--- src/rtl/mixer_pkg.sv ---
// Shared audio-path helpers: constant clog2, unity gain and saturating narrow.
package mixer_pkg;

  localparam int unsigned SAT_MAX_W = 64;

  typedef struct packed {
    logic [SAT_MAX_W-1:0] value;
    logic                 clip;
  } sat_t;

  // Ceiling log2, minimum 1 so single-bit indices stay legal.
  function automatic int unsigned clog2(input int unsigned n);
    int unsigned r;
    r = 1;
    for (int i = 1; i < 32; i++) begin
      if ((32'd1 << i) < n) r = 32'(i + 1);
    end
    return r;
  endfunction

  // Unity in unsigned Q1.(gain_w-1).
  function automatic int unsigned unity_gain(input int unsigned gain_w);
    return 32'd1 << (gain_w - 1);
  endfunction

  // Clamp a wide signed value to out_w bits; value is sign-extended to SAT_MAX_W.
  function automatic sat_t sat_narrow_f(input logic signed [SAT_MAX_W-1:0] x,
                                        input int unsigned out_w);
    sat_t r;
    logic signed [SAT_MAX_W-1:0] maxv;
    logic signed [SAT_MAX_W-1:0] minv;
    maxv = (64'sd1 <<< (out_w - 1)) - 64'sd1;
    minv = -(64'sd1 <<< (out_w - 1));
    if (x > maxv) begin
      r.value = maxv;
      r.clip  = 1'b1;
    end else if (x < minv) begin
      r.value = minv;
      r.clip  = 1'b1;
    end else begin
      r.value = x;
      r.clip  = 1'b0;
    end
    return r;
  endfunction

endpackage

--- src/rtl/sat_narrow.sv ---
// Combinational signed saturating narrow from IN_W to OUT_W bits (IN_W > OUT_W).
module sat_narrow #(
  parameter int unsigned IN_W  = 37,
  parameter int unsigned OUT_W = 24
) (
  input  logic signed [IN_W-1:0]  in_i,
  output logic signed [OUT_W-1:0] value_o,
  output logic                    clip_o
);

  localparam int unsigned TOP_W = IN_W - OUT_W + 1;

  logic [TOP_W-1:0] top_c;
  logic             sign_c;

  assign top_c  = in_i[IN_W-1:OUT_W-1];
  assign sign_c = in_i[IN_W-1];

  // In range only when every bit above the output sign matches the input sign.
  always_comb begin
    clip_o  = (top_c != {TOP_W{sign_c}});
    value_o = in_i[OUT_W-1:0];
    if (clip_o) begin
      value_o = sign_c ? {1'b1, {(OUT_W-1){1'b0}}} : {1'b0, {(OUT_W-1){1'b1}}};
    end
  end

endmodule

--- src/rtl/voice_mixer.sv ---
// N-voice time-multiplexed mixer: per-voice gain, wide accumulation, output clip.
module voice_mixer
  import mixer_pkg::*;
#(
  parameter int unsigned DATA_W     = 24,
  parameter int unsigned NUM_VOICES = 10,
  parameter int unsigned GAIN_W     = 8,
  parameter int unsigned MIX_SHIFT  = 0
) (
  input  logic                             clk,
  input  logic                             rst,
  input  logic                             clk_en,
  input  logic signed [DATA_W-1:0]         i_data,
  input  logic                             i_sync,
  input  logic                             i_gain_we,
  input  logic [clog2(NUM_VOICES)-1:0]     i_gain_addr,
  input  logic [GAIN_W-1:0]                i_gain_data,
  output logic signed [DATA_W-1:0]         o_mixed,
  output logic                             o_valid,
  output logic                             o_clip
);

  localparam int unsigned IDX_W  = clog2(NUM_VOICES);
  localparam int unsigned PROD_W = DATA_W + GAIN_W + 1;
  localparam int unsigned ACC_W  = PROD_W + IDX_W;
  localparam int unsigned SHIFT  = GAIN_W - 1 + MIX_SHIFT;
  localparam logic [GAIN_W-1:0] UNITY = GAIN_W'(unity_gain(GAIN_W));
  localparam logic [IDX_W-1:0]  LAST  = IDX_W'(NUM_VOICES - 1);

  logic [GAIN_W-1:0]        gain_q [NUM_VOICES];
  logic signed [ACC_W-1:0]  acc_q, acc_d;
  logic [IDX_W-1:0]         idx_q, idx_d;
  logic signed [DATA_W-1:0] mixed_q, mixed_d;
  logic                     clip_q, clip_d;
  logic                     valid_q, valid_d;

  logic [GAIN_W-1:0]        gain_sel_c;
  logic signed [PROD_W-1:0] prod_c;
  logic signed [ACC_W-1:0]  sum_c;
  logic signed [ACC_W-1:0]  scaled_c;
  logic signed [DATA_W-1:0] sat_val_c;
  logic                     sat_clip_c;

  assign gain_sel_c = gain_q[idx_q];
  assign prod_c     = PROD_W'(i_data) * PROD_W'($signed({1'b0, gain_sel_c}));
  assign sum_c      = acc_q + ACC_W'(prod_c);
  assign scaled_c   = sum_c >>> SHIFT;

  sat_narrow #(
    .IN_W  (ACC_W),
    .OUT_W (DATA_W)
  ) u_sat (
    .in_i    (scaled_c),
    .value_o (sat_val_c),
    .clip_o  (sat_clip_c)
  );

  // Gain bank; the read above sees the pre-write value on a same-edge write.
  always_ff @(posedge clk) begin
    if (rst) begin
      for (int i = 0; i < int'(NUM_VOICES); i++) gain_q[i] <= UNITY;
    end else if (i_gain_we && (32'(i_gain_addr) < NUM_VOICES)) begin
      gain_q[i_gain_addr] <= i_gain_data;
    end
  end

  // Slot sequencing: resync restarts the frame, last slot emits the mix.
  always_comb begin
    acc_d   = acc_q;
    idx_d   = idx_q;
    mixed_d = mixed_q;
    clip_d  = clip_q;
    valid_d = 1'b0;
    if (clk_en) begin
      if (i_sync && (idx_q != '0)) begin
        acc_d = ACC_W'(prod_c);
        idx_d = IDX_W'(1);
      end else if (idx_q == LAST) begin
        mixed_d = sat_val_c;
        clip_d  = sat_clip_c;
        valid_d = 1'b1;
        acc_d   = '0;
        idx_d   = '0;
      end else begin
        acc_d = sum_c;
        idx_d = idx_q + IDX_W'(1);
      end
    end
  end

  // Datapath and output registers.
  always_ff @(posedge clk) begin
    if (rst) begin
      acc_q   <= '0;
      idx_q   <= '0;
      mixed_q <= '0;
      clip_q  <= 1'b0;
      valid_q <= 1'b0;
    end else begin
      acc_q   <= acc_d;
      idx_q   <= idx_d;
      mixed_q <= mixed_d;
      clip_q  <= clip_d;
      valid_q <= valid_d;
    end
  end

  assign o_mixed = mixed_q;
  assign o_clip  = clip_q;
  assign o_valid = valid_q;

endmodule

--- config.mk ---
export PLATFORM = sky130hd
export DESIGN_NAME = voice_mixer
export DESIGN_NICKNAME = d
export VERILOG_FILES = /design/src/rtl/mixer_pkg.sv /design/src/rtl/sat_narrow.sv /design/src/rtl/voice_mixer.sv
export SDC_FILE = /design/constraint.sdc
export NUM_CORES = 1
export LEC_CHECK = 0
export ABC_AREA = 1
export CAP_MARGIN = 20
export CORE_ASPECT_RATIO = 1.1
export CORE_UTILIZATION = 45
export CTS_BUF_LIST = sky130_fd_sc_hd__clkbuf_16
export CTS_CLUSTER_DIAMETER = 200
export DETAILED_ROUTE_END_ITERATION = 10
export PLACE_DENSITY = 0.72
export SLEW_MARGIN = 25
export SYNTH_ARGS = -nofsm -noshare
export SYNTH_HDL_FRONTEND = slang
export SYNTH_SLANG_ARGS = --single-unit
--- constraint.sdc ---
create_clock -name clk -period 18.5 [get_ports clk]
set_input_delay 5.55 -clock clk [delete_from_list [all_inputs] [get_ports clk]]
set_output_delay 5.55 -clock clk [all_outputs]
set_load 0.01 [all_outputs]
Word-level counts from Yosys, hierarchy flattened
Memory sizes are Yosys's and may differ from the RTL's. A register that Yosys moved wholly into a read port is not among the register bits. Cells that the tools add are included.

Bits of input ports: 41. Flip-flop bits (word level): 67. Bits in writable memories: 80. Output and inout bits: 26. Memories kept: 1.

Memory list: gain_q (depth 10, bits a word 8, rd ports 1, clocked after memory_dff 1, wr ports 10, line voice_mixer.sv:30) `logic [GAIN_W-1:0] gain_q [NUM_VOICES];`.

Bitwise operators: 2. Multipliers: 1. Add/subtract/negate cells: 2. Mux-type cells: 17. Reductions and logical operators: 6. $lt $le $gt $ge: 1. Equal/unequal tests: 2.

Operators by type and width (number): $mux 37 (2); $mux 24 (2); $add 37x33->37 (1); $mul 24x9->33 (1); $mux 4 (5); $mux 8 (1); $reduce_or 8->1 (1); $mux 1 (7); $ne 6x6->1 (1); $add 4x1->4 const B (1); $eq 4x4->1 const B (1); $lt 4x4->1 const B (1); $reduce_bool 4->1 (1); $reduce_and 3->1 (1); $reduce_or 3->1 (1); $logic_and 1x1->1 (2); $not 1->1 (2).

Depth between registers and ports, before layout
Gate-level depths: netlist of the first run.

Word-level depth: 7. Mapped depth: 54.

Cells and area by module
A second synthesis of the first run with hierarchy kept.

Cell total of the unflattened synthesis: 2374. Area total of the unflattened synthesis: 18567.8 µm².

Modules (own cells, without submodules): voice_mixer (times used 1, cells an instance 2296, area each 18176.2 µm², sequential area each 5265.0 µm²); sat_narrow (times used 1, cells an instance 78, area each 391.6 µm², sequential area each 0.0 µm²).

Worst setup path before layout of the first run
Ideal clock, no wire load.

Kind: input-to-reg. From: input port i_data[15]. To: register mixed_q[0] (netlist: o_mixed[0]). Buffers on the path: 1. Stages on the path: 36. Slack: 7.249 ns. Setup time: 0.109 ns. Data arrival time: 11.142 ns. Cell sequence: nand2_1 fa_1 inv_1 fa_1 fa_1 inv_1 fa_1 inv_1 ha_1 a21o_1 nor2_1 nand3_2 nand2_1 inv_1 nor2_1 o21bai_1 a21o_1 or2_2 and2_1 ha_1 nand2_1 nor2_1 inv_1 nor3_2 nand3_1 clkinv_1 nor2_1 nand3_1 nand2_1 nor2_1 nand2_2 nand3_2 buf_6 nand3_1 nand2_1 inv_1.

Cells in the longest elaborated chain, start to end: 4. Elaborated cells between the ends (all ways): 5.

Ends and longest elaborated chain: from (decl) (line voice_mixer.sv:13) `input logic signed [DATA_W-1:0] i_data,`; $mul 24x9->33 * (line voice_mixer.sv:45) `assign prod_c = PROD_W'(i_data) * PROD_W'($signed({1'b0, gain_sel_c}));`; $add 37x33->37 * (line voice_mixer.sv:46) `assign sum_c = acc_q + ACC_W'(prod_c);`; $ne 6x6->1 or $mux 24 (tied branches) (line sat_narrow.sv:21, sat_narrow.sv:24); $mux 24 * (line sat_narrow.sv:23) `if (clip_o) begin`; to (signal assigned) (line voice_mixer.sv:102) `mixed_q <= mixed_d;`; to (decl) (line voice_mixer.sv:33) `logic signed [DATA_W-1:0] mixed_q, mixed_d;`.

Every way passes the cells marked *; elsewhere a longest branch is shown, timed or not. A chain may end at the register's enable or synchronous reset.

Final worst setup path of the first run
From: input port i_data[6]. To: register mixed_q[9] (netlist: o_mixed[9]).

The elaborated chain is that of the path after synthesis.

==> metrics.cfg, run 1 <==
[clock_network]
cts_tree = built
cts_buffer_depth = 2
post_cts.repair.setup_buffers = 0
htreeDepth = 4
clockRootBuffer = sky130_fd_sc_hd__clkbuf_16
cts.hold.buffers_added = 0
clkTransAtPathRegs_ns = 0.08
numCtsBuffers = 17
tritoncts_num_sinks = 199
resized_cells_post_cts = 0
insertion_delay_ns = 0.45

[yosys]
combinational_family_with_the_most_area_after_synthesis = adder cells
asyncSetResetFlopFracSynth_pct = 0
synth.top_cells.by_area = sky130_fd_sc_hd__edfxtp_1, sky130_fd_sc_hd__fa_1, sky130_fd_sc_hd__nand2_1, sky130_fd_sc_hd__inv_1, sky130_fd_sc_hd__dfxtp_1
simple_gate_share_of_the_synthesized_area_pct = 20.6
post_synthesis_compound_gate_area_fraction_pct = 10.6
yosysUniqueCellTypes = 48
ys.flop_type = sky130_fd_sc_hd__edfxtp_1
yosys_top_cell_area_share_pct = 21.4
synth_seq_area_share_pct = 29.3
yosys_top_cell_by_area = sky130_fd_sc_hd__edfxtp_1
yosys_register_bits = 199
synth-xor-area-share_pct = 2.49
synthesis.area_per_instance_um2 = 7.87
synth_adder_area_share_pct = 24.3
number_of_enable_type_register_cells_in_the_synthesized_netlist = 128
mappedNetlistArea_um2 = 18000
synth_mux_area_share_pct = 1.78
synth.yosys.warnings = 0
postSynthCellCount = 2284

[layout]
diodes = 0
layout.cells.most_common = sky130_fd_sc_hd__nand2_1
fin_nets = 2656
layout-area-overhead-vs-synth_pct = 10.5
layout.cells.most_common_list = sky130_fd_sc_hd__nand2_1, sky130_fd_sc_hd__inv_1, sky130_fd_sc_hd__nor2_1
post_route_cells_drive_above_1_share_pct = 3.38
post_layout_nonfiller_instances = 2877
finish.instance_area_um2 = 19800

[global_routing]
first_pass_grt_wire_length_mm = 76.7
grtUsageTotal_pct = 23.9
globalRoute.totalOverflow = 0
vias_in_the_first_global_route = 15500
largest_net_degree_at_the_start_of_global_routing = 97
grt_antenna_before_repair = 0

[setup_path]
startpoint_type = input pin
type_of_the_worst_setup_path = input pin to register
arrival_time_at_the_worst_endpoint_ns = 12.95
cpLargestDelayFamily = simple AND/OR/NAND/NOR gates
critPathMaxFanout = 23
critical_path.most_common_cell = sky130_fd_sc_hd__nand2_1
worst_setup_path_end_kind = register
path_buf_inv = 7
delay_of_the_slowest_critical_path_stage_ns = 0.66
timing.critical_path.required_ns = 18.84
crit_slowest_cell = sky130_fd_sc_hd__clkdlybuf4s50_1

[floorplan]
die-width_um = 193
die-height_um = 212
placeableCoreArea_um2 = 39300
initial_core_util_pct = 45.8
std_cell_rows = 76
design.portCount = 67
dieArea_um2 = 40700

[timing]
final_cycle_share_pct = 68.2
finalClockSkew_ns = 0.0115
totalNegativeSetupSlack_ns = 0
max_slew_margin_pct = 35.1
unrepaired_setup_endpoints_after_global_routing = no
final_slew_viol_count = 0
finalWorstPathRequiredPeriod_ns = 12.61
worst_hold_margin_ns = 0.475
timing.final.hold_violations = 0
worst_slew_pin_slew_ns = 0.971
finalSetupViolCount = 0
achievable-frequency_mhz = 79.3

[route]
viasPerCell = 5.25
routed-via-count = 15100
drtPass1Iterations = 8
drt_drc_violations_left = 8
antenna_left = 0
post_drt_wl_per_cell_um = 15.9
initialDrtViolationCount = 1284
route.final.wire_length_mm = 45.8

[place]
detailedPlacementHpwl_mm = 35.4
place.gp.congestion = 0.919
port_bufs = 66
post_dp_cell_area_um2 = 19200
placedCellCount = 2844

[outcome]
outcome = finished, violations left
violations = DRC

[worst_hold_path]
holdCritPathClass = register to register

[run]
timing.max_cap.violations = 0

-- final cells by class --
| class | count | area (um^2) |
|---|---|---|
| fill | 3784 | 19400 |
| multi-input combinational | 1619 | 10900 |
| sequential | 199 | 5270 |
| inverter | 447 | 1680 |
| timing repair buffer | 73 | 734 |
| tap | 507 | 634 |
| clock buffer | 17 | 425 |
| clock inverter | 15 | 184 |
-- stage by stage --
stage | setup WS (ns) | util (%)
3_5_place_dp | 5.52 | 48.9
2_1_floorplan | 7.25 | -
4_1_cts | 5.96 | 50.5
3_3_place_gp | 5.54 | 48.9
6_report | 5.89 | 50.5
5_1_grt | 5.42 | 50.5
-- worst paths after layout --
| path | from | endpoint | slack, ns | cells after the start |
|---|---|---|---|---|
| worst max-delay path | i_data[6] | o_mixed[9] | 5.89 | 37 |
| worst min-delay path | o_mixed[23] | o_mixed[23] | 0.48 | 2 |
| worst max register to register | register | o_mixed[9] | 8.63 | 41 |
| worst min register to register | o_mixed[23] | o_mixed[23] | 0.48 | 2 |
-- worst reg2reg max path: cells and delay by family, from the launching register on --
kind	cells	cell delay [ns]
fa+ha+maj	6	2.72
buf+inv	9	1.97
simple gates	22	3.99
compound gates	4	0.80
flops	1	0.31
-- metal layers --
metal  track usage, %  up-vias  share of wire (%)  wire (um)
met3             2.52       56                6.2       2820
li1                 -     7287                  -          -
met5                0        -                  0          0
met1             32.4     7264                 44      20100
met4             6.65        0                1.9        891
met2             40.3      507                 48      22000
-- cells in the mapped netlist (17+ instances only) --
master / number
sky130_fd_sc_hd__a21oi_1: 114
sky130_fd_sc_hd__a31oi_1: 19
sky130_fd_sc_hd__buf_2: 17
sky130_fd_sc_hd__clkbuf_1: 40
sky130_fd_sc_hd__dfxtp_1: 71
sky130_fd_sc_hd__edfxtp_1: 128
sky130_fd_sc_hd__fa_1: 151
sky130_fd_sc_hd__ha_1: 107
sky130_fd_sc_hd__inv_1: 442
sky130_fd_sc_hd__mux2i_1: 32
sky130_fd_sc_hd__nand2_1: 483
sky130_fd_sc_hd__nand3_1: 95
sky130_fd_sc_hd__nor2_1: 274
sky130_fd_sc_hd__o211ai_1: 42
sky130_fd_sc_hd__o21a_1: 23
sky130_fd_sc_hd__o21ai_0: 91
sky130_fd_sc_hd__xnor2_1: 19
sky130_fd_sc_hd__xor2_1: 32
-- sequential cells by signal, summed over array words and instances (netlist names), named ones only --
name and count:
o_clip 1, idx_q 4, o_mixed 24, o_valid 1, gain_q 128, acc_q 37
-- logic make-up after synthesis --
family,count (synthesis)
muxes,32
and+or+nand+nor,907
DFF,199
other,1
xor gates and xnor gates,51
buffers and inverters,513
AOI/OAI and AO/OA,323
adders and majority gates,258
Power of run 1 is left out: the tool's default activity adds up to more than one toggle a clock period on the data nets, which glitch-free logic cannot reach.
==> run 2: changes to the inputs <==
--- a/config.mk
+++ b/config.mk
@@ -12,7 +12,7 @@
 export CTS_BUF_LIST = sky130_fd_sc_hd__clkbuf_16
 export CTS_CLUSTER_DIAMETER = 200
 export DETAILED_ROUTE_END_ITERATION = 10
-export PLACE_DENSITY = 0.72
+export PLACE_DENSITY = 0.74
 export SLEW_MARGIN = 25
 export SYNTH_ARGS = -nofsm -noshare
 export SYNTH_HDL_FRONTEND = slang
==> constraint.sdc (replaced) <==
create_clock -name clk -period 10.45 [get_ports clk]
set_input_delay 3.135 -clock clk [delete_from_list [all_inputs] [get_ports clk]]
set_output_delay 3.135 -clock clk [all_outputs]
set_load 0.01 [all_outputs]
==> metrics.cfg, run 2 (synthesis results as in run 1) <==
[floorplan]
die-width_um = 193
initial_core_util_pct = 45.8
design.portCount = 67
dieArea_um2 = 40700
placeableCoreArea_um2 = 39300
std_cell_rows = 76
die-height_um = 212

[layout]
diodes = 0
number_of_flip_flops_under_the_largest_register_name = 128
register_name_with_the_most_flops = gain_q
layout.cells.most_common = sky130_fd_sc_hd__nand2_1
multiInputGateArea_um2 = 10900
seq_area_um2 = 5270
fin_nets = 2667
post_route_cells_drive_above_1_share_pct = 3.86
layout-area-overhead-vs-synth_pct = 11.1
nFillCells = 3709
layout.cells.most_common_list = sky130_fd_sc_hd__nand2_1, sky130_fd_sc_hd__inv_1, sky130_fd_sc_hd__nor2_1

[worst_hold_path]
holdCritPathClass = register to register
holdPathEnd = o_mixed[23]
timing.hold.worst_path_depth = 2
timing.hold.worst.start = o_mixed[23]

[timing]
finalWorstPathRequiredPeriod_ns = 9.92
max_slew_margin_pct = 34.0
achievable-frequency_mhz = 101
unrepaired_setup_endpoints_after_global_routing = no
final_slew_viol_count = 0
timing.final.hold_violations = 0
final_cycle_share_pct = 94.9
finalClockSkew_ns = 0.0123
fin_ws_ns = 0.531
finalSetupViolCount = 0
totalNegativeSetupSlack_ns = 0
worst_slew_pin_slew_ns = 0.984

[clock_network]
tritoncts_num_sinks = 199
clockRootBuffer = sky130_fd_sc_hd__clkbuf_16
clkTransAtPathRegs_ns = 0.08
cts_buffer_depth = 2
post_cts.repair.setup_buffers = 0
cts_tree = built
insertion_delay_ns = 0.46
htreeDepth = 4
numCtsBuffers = 17
cts.hold.buffers_added = 0

[setup_path]
startpoint_type = input pin
critPathMaxFanout = 24
timing.reg2reg.worst_path_depth = 42
r2r_slack_ns = 1.11
timing.rr.end = o_mixed[6]
arrival_time_at_the_worst_endpoint_ns = 10.33
type_of_the_worst_setup_path = input pin to register
timing.critical_path.required_ns = 10.86
worst_setup_path_end_kind = register
delay_of_the_slowest_critical_path_stage_ns = 0.61
crit_slowest_cell = sky130_fd_sc_hd__clkdlybuf4s50_1
critical_path.most_common_cell = sky130_fd_sc_hd__nand2_1

[route]
drtPass1Iterations = 8
drt_drc_violations_left = 10
initialDrtViolationCount = 1229
antenna_left = 0
viasPerCell = 5.24
routed-via-count = 15100
post_drt_wl_per_cell_um = 16.2
route.final.wire_length_mm = 46.7

[global_routing]
first_pass_grt_wire_length_mm = 77.3
vias_in_the_first_global_route = 15400
largest_net_degree_at_the_start_of_global_routing = 71
grtUsageTotal_pct = 24.3
grt_antenna_before_repair = 0
globalRoute.totalOverflow = 0

[outcome]
violations = DRC
outcome = finished, violations left

[place]
detailedPlacementHpwl_mm = 36.5
dpl_worst_slack_ns = 0.0263
place.gp.congestion = 0.930
port_bufs = 66

[run]
timing.max_cap.violations = 0

-- run 2: cell types whose count changed in the layout (fill, tap and decap cells not counted), moves of 2 or more --
cell                              before  now
sky130_fd_sc_hd__buf_4                 6   16
sky130_fd_sc_hd__clkdlybuf4s50_1      65   63
sky130_fd_sc_hd__clkinv_2              2    0
sky130_fd_sc_hd__dlymetal6s2s_1        0    2
sky130_fd_sc_hd__inv_12                0    2
sky130_fd_sc_hd__inv_6                 3    1
sky130_fd_sc_hd__inv_8                 3    5
-- run 2: cell type report --
cell class / instances / share of cell area, %
clock buffer: 17 / 2.13
inverter: 447 / 8.41
timing repair buffer: 84 / 4.15
clock inverter: 15 / 0.972
tap: 507 / 3.18
sequential: 199 / 26.4
multi-input combinational: 1619 / 54.8
-- run 2: metal layers --
metal	vias up	track usage [%]	wire (um)
li1	7314	-	-
met2	465	40.1	22300
met4	0	8.99	1230
met3	71	2.54	2430
met5	-	0	0
met1	7288	32.9	20700
-- run 2: how the worst max path moves through the flow --
| stage | from | to | depth (start not counted) |
|---|---|---|---|
| finish | i_data[8] | o_mixed[6] | 40 |
| global route | i_data[5] | o_mixed[11] | 38 |
| CTS | i_data[7] | o_mixed[18] | 38 |
| detailed placement | i_data[7] | o_mixed[18] | 38 |
| global placement | i_data[7] | o_mixed[10] | 38 |
| floorplan | i_data[15] | o_mixed[0] | 36 |
-- run 2: per-stage QoR --
step / instances / util [%] / cell area, um^2 / hold WS (ns)
4_1_cts: 2887 / 50.7 / 19900 / 0.486
5_1_grt: 2888 / 50.8 / 20000 / 0.527
3_5_place_dp: 2855 / 49.1 / 19300 / 0.472
3_3_place_gp: 2855 / 49.1 / 19300 / 0.463
6_report: 2888 / 50.8 / 20000 / 0.481
2_1_floorplan: 2331 / - / 18100 / 0.456
-- run 2: worst max-delay path: cells and delay by family --
kind / cells / cell delay, ns
and+or+nand+nor: 24 / 2.84
adders and majority gates: 6 / 2.76
buffers and inverters: 6 / 0.87
AOI/OAI and AO/OA: 4 / 0.70
-- run 2: timing repair --
item,CTS,global route
endpoints found under the setup margin,0,23
endpoints found under the hold margin,0,0
gates resized for setup,0,2
Power of run 2 is left out for the same reason.
